[src/rtl/a2bus_timing_pkg.sv]
// Shared constants, payload types and helpers for the Apple II bus timing generator.
// The constants cover tick counts per CPU cycle, cycles per line and the
// phi0 / Q3 tick boundaries. The helpers map a tick index to output levels.
package a2bus_timing_pkg;

    localparam int unsigned TICKS_NORMAL    = 14;
    localparam int unsigned TICKS_LONG      = 16;
    localparam int unsigned CYCLES_PER_LINE = 65;
    localparam int unsigned PHI0_HIGH_TICKS = 7;
    localparam int unsigned Q3_FALL0        = 4;
    localparam int unsigned Q3_RISE1        = 7;
    localparam int unsigned Q3_FALL1        = 11;

    localparam int unsigned T_W     = 4;
    localparam int unsigned CYCLE_W = 7;

    // The reset point is the last tick of the last cycle, so the first tick lands on cycle 0, t=0.
    localparam logic [T_W-1:0]     T_RESET    = T_W'(TICKS_LONG - 1);
    localparam logic [CYCLE_W-1:0] CYCLE_LAST = CYCLE_W'(CYCLES_PER_LINE - 1);

    // Registered clock levels.
    typedef struct packed {
        logic phi0;
        logic phi1;
        logic q3;
        logic clk7m;
    } a2_levels_t;

    // One-clock edge strobes.
    typedef struct packed {
        logic phi0_pos;
        logic phi0_neg;
        logic phi1_pos;
        logic phi1_neg;
        logic q3_pos;
        logic q3_neg;
        logic clk7m_pos;
        logic clk7m_neg;
        logic tick;
    } a2_strobes_t;

    localparam a2_levels_t LEVELS_RESET = '{phi0: 1'b0, phi1: 1'b1, q3: 1'b0, clk7m: 1'b0};

    // Final tick index of the given cycle. Only the last cycle of a line can be stretched.
    function automatic logic [T_W-1:0] last_tick(input logic [CYCLE_W-1:0] cyc,
                                                 input logic               long_en);
        if (long_en && (cyc == CYCLE_LAST)) begin
            return T_W'(TICKS_LONG - 1);
        end
        return T_W'(TICKS_NORMAL - 1);
    endfunction

    // Compute the phi0/phi1/Q3 levels for tick index t; the 7M level is passed through.
    function automatic a2_levels_t levels_at(input logic [T_W-1:0] t, input logic clk7m);
        a2_levels_t lv;
        lv.phi0  = (t < T_W'(PHI0_HIGH_TICKS));
        lv.phi1  = ~lv.phi0;
        lv.q3    = (t < T_W'(Q3_FALL0)) ||
                   ((t >= T_W'(Q3_RISE1)) && (t < T_W'(Q3_FALL1)));
        lv.clk7m = clk7m;
        return lv;
    endfunction

endpackage : a2bus_timing_pkg

[src/rtl/a2bus_tick_nco.sv]
// Phase-accumulator tick generator. It produces the 14M master tick from an
// arbitrary logic clock with no long-term drift.
//   clk_logic_i : logic clock
//   rst_n_i     : asynchronous active-low reset (accumulator cleared)
//   enable_i    : 1 = accumulate, 0 = hold accumulator, no ticks
//   tick_c_o    : combinational tick, high on the clock whose edge completes a 14M period
module a2bus_tick_nco #(
    parameter int unsigned CLOCK_SPEED_HZ = 54_000_000,
    parameter int unsigned APPLE_HZ       = 14_318_181
) (
    input  logic clk_logic_i,
    input  logic rst_n_i,
    input  logic enable_i,
    output logic tick_c_o
);

    // Wide enough for acc+step, whose maximum is below CLOCK_SPEED_HZ+APPLE_HZ.
    localparam int unsigned ACC_W = $clog2(CLOCK_SPEED_HZ + APPLE_HZ + 1);
    localparam logic [ACC_W-1:0] STEP  = ACC_W'(APPLE_HZ);
    localparam logic [ACC_W-1:0] LIMIT = ACC_W'(CLOCK_SPEED_HZ);

    // At least two logic clocks per tick keeps strobes off adjacent clocks.
    if (CLOCK_SPEED_HZ < 2 * APPLE_HZ) begin : g_bad_ratio
        $error("a2bus_tick_nco: CLOCK_SPEED_HZ must be at least 2*APPLE_HZ");
    end

    logic [ACC_W-1:0] acc_q;
    logic [ACC_W-1:0] acc_d;
    logic [ACC_W-1:0] sum_c;

    // Next accumulator value and tick decision.
    always_comb begin
        sum_c    = acc_q + STEP;
        acc_d    = acc_q;
        tick_c_o = 1'b0;
        if (enable_i) begin
            if (sum_c >= LIMIT) begin
                tick_c_o = 1'b1;
                acc_d    = sum_c - LIMIT;
            end else begin
                acc_d = sum_c;
            end
        end
    end

    // Accumulator register.
    always_ff @(posedge clk_logic_i or negedge rst_n_i) begin
        if (!rst_n_i) begin
            acc_q <= '0;
        end else begin
            acc_q <= acc_d;
        end
    end

endmodule : a2bus_tick_nco

[src/rtl/a2bus_timing_gen.sv]
// Apple II bus timing generator. It synthesizes phi0/phi1/Q3/7M and the 14M
// strobe from a fast logic clock. There are 14 ticks per CPU cycle and
// 65 cycles per line. The last cycle of a line can be stretched to 16 ticks.
//   clk_logic_i            : logic clock
//   rst_n_i                : asynchronous active-low reset
//   enable_i               : 1 = run, 0 = freeze state and suppress strobes
//   phi0_o / phi1_o / q3_o / clk_7M_o : registered clock levels
//   *_posedge_o / *_negedge_o          : one-clock strobes, coincident with the level change
//   clk_14M_posedge_o      : one-clock strobe per 14M tick
//   cycle_o                : CPU-cycle index within the line (0..64)
module a2bus_timing_gen
    import a2bus_timing_pkg::*;
#(
    parameter int unsigned CLOCK_SPEED_HZ    = 54_000_000,
    parameter int unsigned APPLE_HZ          = 14_318_181,
    parameter int unsigned ENABLE_LONG_CYCLE = 1
) (
    input  logic               clk_logic_i,
    input  logic               rst_n_i,
    input  logic               enable_i,
    output logic               phi0_o,
    output logic               phi0_posedge_o,
    output logic               phi0_negedge_o,
    output logic               phi1_o,
    output logic               phi1_posedge_o,
    output logic               phi1_negedge_o,
    output logic               q3_o,
    output logic               q3_posedge_o,
    output logic               q3_negedge_o,
    output logic               clk_7M_o,
    output logic               clk_7M_posedge_o,
    output logic               clk_7M_negedge_o,
    output logic               clk_14M_posedge_o,
    output logic [CYCLE_W-1:0] cycle_o
);

    localparam logic LONG_EN = (ENABLE_LONG_CYCLE != 0);

    logic tick_c;

    a2bus_tick_nco #(
        .CLOCK_SPEED_HZ (CLOCK_SPEED_HZ),
        .APPLE_HZ       (APPLE_HZ)
    ) u_nco (
        .clk_logic_i (clk_logic_i),
        .rst_n_i     (rst_n_i),
        .enable_i    (enable_i),
        .tick_c_o    (tick_c)
    );

    logic [T_W-1:0]     t_q;
    logic [T_W-1:0]     t_d;
    logic [CYCLE_W-1:0] cycle_q;
    logic [CYCLE_W-1:0] cycle_d;
    a2_levels_t         lvl_q;
    a2_levels_t         lvl_d;
    a2_strobes_t        stb_q;
    a2_strobes_t        stb_d;

    // Tick/cycle advance and level/strobe generation; state holds when there is no tick.
    always_comb begin
        t_d     = t_q;
        cycle_d = cycle_q;
        lvl_d   = lvl_q;
        stb_d   = '0;
        if (tick_c) begin
            // Use >= so the reset value (t=15) also wraps when the long cycle is disabled.
            if (t_q >= last_tick(cycle_q, LONG_EN)) begin
                t_d     = '0;
                cycle_d = (cycle_q >= CYCLE_LAST) ? '0 : cycle_q + CYCLE_W'(1);
            end else begin
                t_d = t_q + T_W'(1);
            end
            lvl_d = levels_at(t_d, ~lvl_q.clk7m);

            stb_d.tick      = 1'b1;
            stb_d.phi0_pos  =  lvl_d.phi0  & ~lvl_q.phi0;
            stb_d.phi0_neg  = ~lvl_d.phi0  &  lvl_q.phi0;
            stb_d.phi1_pos  =  lvl_d.phi1  & ~lvl_q.phi1;
            stb_d.phi1_neg  = ~lvl_d.phi1  &  lvl_q.phi1;
            stb_d.q3_pos    =  lvl_d.q3    & ~lvl_q.q3;
            stb_d.q3_neg    = ~lvl_d.q3    &  lvl_q.q3;
            stb_d.clk7m_pos =  lvl_d.clk7m & ~lvl_q.clk7m;
            stb_d.clk7m_neg = ~lvl_d.clk7m &  lvl_q.clk7m;
        end
    end

    // State and output registers.
    always_ff @(posedge clk_logic_i or negedge rst_n_i) begin
        if (!rst_n_i) begin
            t_q     <= T_RESET;
            cycle_q <= CYCLE_LAST;
            lvl_q   <= LEVELS_RESET;
            stb_q   <= '0;
        end else begin
            t_q     <= t_d;
            cycle_q <= cycle_d;
            lvl_q   <= lvl_d;
            stb_q   <= stb_d;
        end
    end

    assign phi0_o            = lvl_q.phi0;
    assign phi0_posedge_o    = stb_q.phi0_pos;
    assign phi0_negedge_o    = stb_q.phi0_neg;
    assign phi1_o            = lvl_q.phi1;
    assign phi1_posedge_o    = stb_q.phi1_pos;
    assign phi1_negedge_o    = stb_q.phi1_neg;
    assign q3_o              = lvl_q.q3;
    assign q3_posedge_o      = stb_q.q3_pos;
    assign q3_negedge_o      = stb_q.q3_neg;
    assign clk_7M_o          = lvl_q.clk7m;
    assign clk_7M_posedge_o  = stb_q.clk7m_pos;
    assign clk_7M_negedge_o  = stb_q.clk7m_neg;
    assign clk_14M_posedge_o = stb_q.tick;
    assign cycle_o           = cycle_q;

endmodule : a2bus_timing_gen

[config.mk]
export PLATFORM = sky130hd
export DESIGN_NAME = a2bus_timing_gen
export DESIGN_NICKNAME = d
export VERILOG_FILES = /design/src/rtl/a2bus_timing_pkg.sv /design/src/rtl/a2bus_tick_nco.sv /design/src/rtl/a2bus_timing_gen.sv
export SDC_FILE = /design/constraint.sdc
export NUM_CORES = 1
export LEC_CHECK = 0
export BUFFER_PORTS_ARGS = -buffer_cell sky130_fd_sc_hd__buf_2
export CORE_AREA = 2 2 117 119
export DETAILED_ROUTE_END_ITERATION = 8
export DIE_AREA = 0 0 119 121
export GPL_TIMING_DRIVEN = 0
export PLACE_DENSITY_LB_ADDON = 0.2
export SETUP_SLACK_MARGIN = 0.5
export SLEW_MARGIN = 20
export SYNTH_ARGS = -nofsm -noshare
export SYNTH_HDL_FRONTEND = slang
export SYNTH_HIERARCHICAL = 1
export SYNTH_SLANG_ARGS = --single-unit
[constraint.sdc]
create_clock -name clk_logic_i -period 4.7 [get_ports clk_logic_i]
set_input_delay 1.175 -clock clk_logic_i [delete_from_list [all_inputs] [get_ports clk_logic_i]]
set_output_delay 1.175 -clock clk_logic_i [all_outputs]
set_load 0.05 [all_outputs]
# ---- After elaboration in Yosys (flattened, before gate mapping)
# Index checks and enable logic that the tools add are counted.
dict set report totals {
  reg_bits 51
  in_bits 3
  output_inout_bits 20
  word_cells 55
}
dict set report classes {
  n_addsub 4
  magnitude_cmp 7
  eq_ne 1
  muxes 12
  bitwise 12
  reduce_logical 3
}
# op count
set ops {}
lappend ops {{$add 27x24->27 const B} 1}
lappend ops {{$ge 27x26->1 const B} 1}
lappend ops {{$mux 27} 1}
lappend ops {{$sub 27x26->27 const B} 1}
lappend ops {{$mux 4} 5}
lappend ops {{$mux 9} 1}
lappend ops {{$lt 4x3->1 const B} 2}
lappend ops {{$add 7x1->7 const B} 1}
lappend ops {{$eq 7x7->1 const B} 1}
lappend ops {{$ge 7x7->1 const B} 1}
lappend ops {{$mux 7} 1}
lappend ops {{$and 1x1->1} 6}
lappend ops {{$not 1->1} 6}
lappend ops {{$add 4x1->4 const B} 1}
lappend ops {{$ge 4x3->1 const B} 1}
lappend ops {{$ge 4x4->1} 1}
lappend ops {{$lt 4x4->1 const B} 1}
lappend ops {{$mux 1} 4}
lappend ops {{$reduce_and 2->1} 1}
lappend ops {{$logic_and 1x1->1} 1}
lappend ops {{$logic_or 1x1->1} 1}

# ---- Logic depth before layout (Yosys ltp)
dict set report logic_depth {
  depth_word 16
  depth_mapped 19
}

# ---- Cells and area by module
# Netlist, hierarchy kept.
# module n_inst cells_each area_per_inst_um2
set by_module_without_submodules {}
lappend by_module_without_submodules {a2bus_tick_nco 1 324 2675.1}
lappend by_module_without_submodules {a2bus_timing_gen 1 115 1199.9}

# ---- Least setup slack after synthesis
# Ideal clock, no wire load.
dict set report synth_timing {
  path_kind {reg2reg}
  from {reg u_nco.acc_q[0]}
  to {reg cycle_q[5] (netlist: cycle_o[5])}
  arrival_ns 3.776
  required_ns 4.596
  setup_slack_ns 0.819
  path_stages_with_launch 16
  path_buffers 3
  period_less_slack_ns 3.881
  cell_sequence {dfrtp_1 ha_1 clkbuf_2 nor4bb_1 nand4_1 and3_1 a2111oi_0 or4bb_1 nor4_4 a211oi_2 buf_4 buf_6 nor2_1 nand3_4 or4_1 o311ai_1}
}
dict set report synth_between {
  elab_chain_len 5
}
# element line_no
set synth_lines {}
lappend synth_lines {{start, declared} a2bus_tick_nco.sv:27} ;# logic [ACC_W-1:0] acc_q;
lappend synth_lines {{start signal, assigned} a2bus_tick_nco.sv:49} ;# acc_q <= '0;
lappend synth_lines {{start signal, assigned} a2bus_tick_nco.sv:51} ;# acc_q <= acc_d;
lappend synth_lines {{$add 27x24->27} a2bus_tick_nco.sv:33} ;# sum_c = acc_q + STEP;
lappend synth_lines {{$ge 27x26->1} a2bus_tick_nco.sv:37} ;# if (sum_c >= LIMIT) begin
lappend synth_lines {{$mux 1} a2bus_tick_nco.sv:37}
lappend synth_lines {{$mux 1} a2bus_tick_nco.sv:36} ;# if (enable_i) begin
lappend synth_lines {{$reduce_and 2->1 (no line)} -}
lappend synth_lines {{end signal, assigned} a2bus_timing_gen.sv:97} ;# cycle_q <= cycle_d;
lappend synth_lines {{end, declared} a2bus_timing_gen.sv:53} ;# logic [CYCLE_W-1:0] cycle_q;
# Every way passes these cells.
# A chain may end at the register's enable or synchronous reset.

# ---- Final worst setup path
dict set report layout_timing {
  from {reg u_nco.acc_q[13]}
  to {reg cycle_q[5] (netlist: cycle_o[5])}
}
# The elaborated chain is that of the path after synthesis.

==> metrics.yaml <==
ant_nets: 0
htreeDepth: 2
status: "complete, no violations"
cts.reportedPaths.clkPinSlew_ns: 0.08
hold_class: "flop to flop"
grt_pass1_wl_mm: 17.2
max_slew_margin_pct: 48.3
first_global_vias: 3313
cts_buffers: 5
cts_root_buffer: "clkbuf_16"
grt_overflow_total: 0
fin_util_pct: 35.8
ys_types: 81
slowest_delay_ns: 0.61
die_h_um: 121
ys_ff_latch: 51
crit_fanout: 10
largest_reg_flops: 27
rsz0062_at_grt: "false"
ios: 23
hold-path-endpoint: "clk_7M_posedge_o"
portBuffers: 22
cp_num_buf_inv: 2
grt_antenna_before_repair: 0
finalHoldViolations: 0
synth_common_cells: "45 x dfrtp_1, 31 x xnor2_1, 29 x o21ai_0"
clockBufferDepth: 2
tightest_slew_ns: 0.775
yosysWarningCount: 6
setup_violations: 0
yosysTopAreaCellShare_pct: 29.1
path_class: "flop to flop"
vias: 3578
fillers: 1324
initial_core_util_pct: 29.6
finalCritPeriodShare_pct: 86.1
drc: 0
wl_per_cell_um: 16.1
drv_cap: 0
cp_common_cell: "buf_6"
grt_start_max_net_pins: 52
first_iter_violations: 308
synthFlopType: "dfrtp_1"
mappedNetlistNets: 449
cp.required_ns: 4.90
synth.avg_cell_area_um2: 8.83
worst_path_dominant_cell_family: "simple AND/OR/NAND/NOR gates"
hold_depth: 1
layout.nets: 494
slowest_stage: "or4_4"
yosys-top-cells-area: "dfrtp_1 29%, xnor2_1 7.0%, dfstp_2 4.1%, o21ai_0 3.7%, nand2_1 2.6%"
synth_most_common_cell: "dfrtp_1"
worstPathArrival_ns: 4.24
n_antenna_cell: 0
core_area_um2: 13100
hp-start: "clk_7M_o"
die_area_um2: 14400
async_flop_share_pct: 100
r2r_start: "u_nco/acc_q[13]"
max_freq_ghz: 0.247
path_cells: "or4_4, a21oi_4, a31oi_4, or4b_1, o211a_1, nor4_4, a211oi_4, buf_6, buf_6, nor2_4, nand3_4, or4_1, o311ai_1"
ys_seq_area_share_pct: 33.1
gp_congestion: 0.897
clock_latency_ns: 0.30
regMostFlops: "u_nco/acc_q"
yosys.area.top_type: "dfrtp_1"
cp-start-kind: "flop"
rows: 42
drt_wl_total_mm: 10.7
cts_sinks: 51
slew_violations: 0
drive_gt1_share_pct: 24.3
finalClockSkew_ns: 0.00735
synthCells: 439
final_cells: 661
worst_r2r_endpoint: "cycle_o[5]"
reg2reg_depth: 13
first_pass_iters: 4
synth-edff-count: 0
cts_tree: "built"
areaGrowthSynthToFinish_pct: 20.9
syn_area_um2: 3870
grtUsageTotal_pct: 14.7
vias_per_cell: 5.41
die_x_um: 119
min_period_ns: 4.05
hold_ws_ns: 0.486
dp_hpwl_mm: 7.19
dp.cells: 637
reg2reg_slack_ns: 0.65
end_kind: "flop"
## layout by cell type (no fill, tap or decap), drive strengths merged, types with 3 or more instances in the layout
cell type  netlist  routed
nand3           14      14
nor2b            8       8
and3             3       3
o22ai            7       7
buf             19      58
ha               7       7
a211o            3       3
dfstp            6       6
o21a             6       6
or3              6       6
o311ai           4       4
nor4             8       8
nand2           27      27
o21bai           4       4
o211ai           7       7
clkbuf          12      16
nor3b            4       4
nand4            8       8
o31ai            6       6
xor2             6       6
a2111oi          3       3
and2             7       7
xnor2           31      31
a21o             3       3
a211oi           9       9
o311a            4       4
or4              3       3
o21ai           35      35
nand2b           5       5
nor3            22      22
inv             21      23
a21oi           16      16
mux2i            5       5
a31oi           10      10
dfrtp           45      45
nor2            24      24
## worst max-delay path by stage
stage / start / endpoint / slack (ns) / cells past startpoint
floorplan: u_nco/acc_q[0] / cycle_o[5] / 0.82 / 15
global placement: u_nco/acc_q[0] / cycle_o[4] / -0.23 / 19
detailed placement: u_nco/acc_q[0] / cycle_o[4] / -0.29 / 19
CTS: u_nco/acc_q[1] / cycle_o[5] / 0.51 / 16
global route: u_nco/acc_q[0] / cycle_o[5] / 0.49 / 15
finish: u_nco/acc_q[13] / cycle_o[5] / 0.65 / 13
## final cells by class
class                           count  area [um^2]  share of cell area [%]
Tap cell                          176          220                    4.70
Clock inverter                      3         26.3                   0.561
Timing Repair Buffer               38          233                    4.97
Sequential cell                    51         1280                    27.4
Buffer                             31          178                    3.79
Multi-Input combinational cell    336         2540                    54.2
Inverter                           21         78.8                    1.68
Clock buffer                        5          125                    2.67
## worst register-to-register path: stages, from the launching register on
cell,delay [ns]
dfrtp_1,0.48
or4_4,0.61
a21oi_4,0.24
a31oi_4,0.15
or4b_1,0.51
o211a_1,0.18
nor4_4,0.37
a211oi_4,0.07
buf_6,0.14
buf_6,0.15
nor2_4,0.17
nand3_4,0.13
or4_1,0.52
o311ai_1,0.23
## what timing repair did
action                                 CTS  global route
endpoints found under the hold margin    0             0
setup endpoints to repair               43            24
pin swaps                                8             7
resized for setup                       24            19
setup buffers                            7             9
hold buffers                             0             0
## metal layers
| layer | share of wire, % | global-route usage, % |
|---|---|---|
| met1 | 47 | 20.2 |
| met2 | 47 | 23.9 |
| met3 | 4.2 | 2.26 |
| met4 | 1.5 | 4.61 |
| met5 | 0 | 0 |
## through the flow
step,TNS [ns],worst slack (ns),area [um^2]
final,0,0.653,4680
after CTS,0,0.511,4530
after global placement,-3.14,-0.233,4210
after global routing,0,0.486,4680
after floorplan,0,0.819,3870
after detailed placement,-4.18,-0.287,4210
## cells by family (layout without fill, tap and decap cells)
| kind of cell | Yosys count | in the layout | synth area share [%] |
|---|---|---|---|
| compound gates | 137 | 137 | 26.2 |
| xor+xnor | 37 | 37 | 8.36 |
| fa+ha+maj | 7 | 7 | 2.26 |
| buf+inv | 52 | 98 | 6.13 |
| flops | 51 | 51 | 33.1 |
| mux | 7 | 7 | 1.87 |
| simple gates | 148 | 148 | 22.0 |
Power is not shown: default switching activity piles up to over one toggle a cycle in this logic, so the estimate is an artifact.
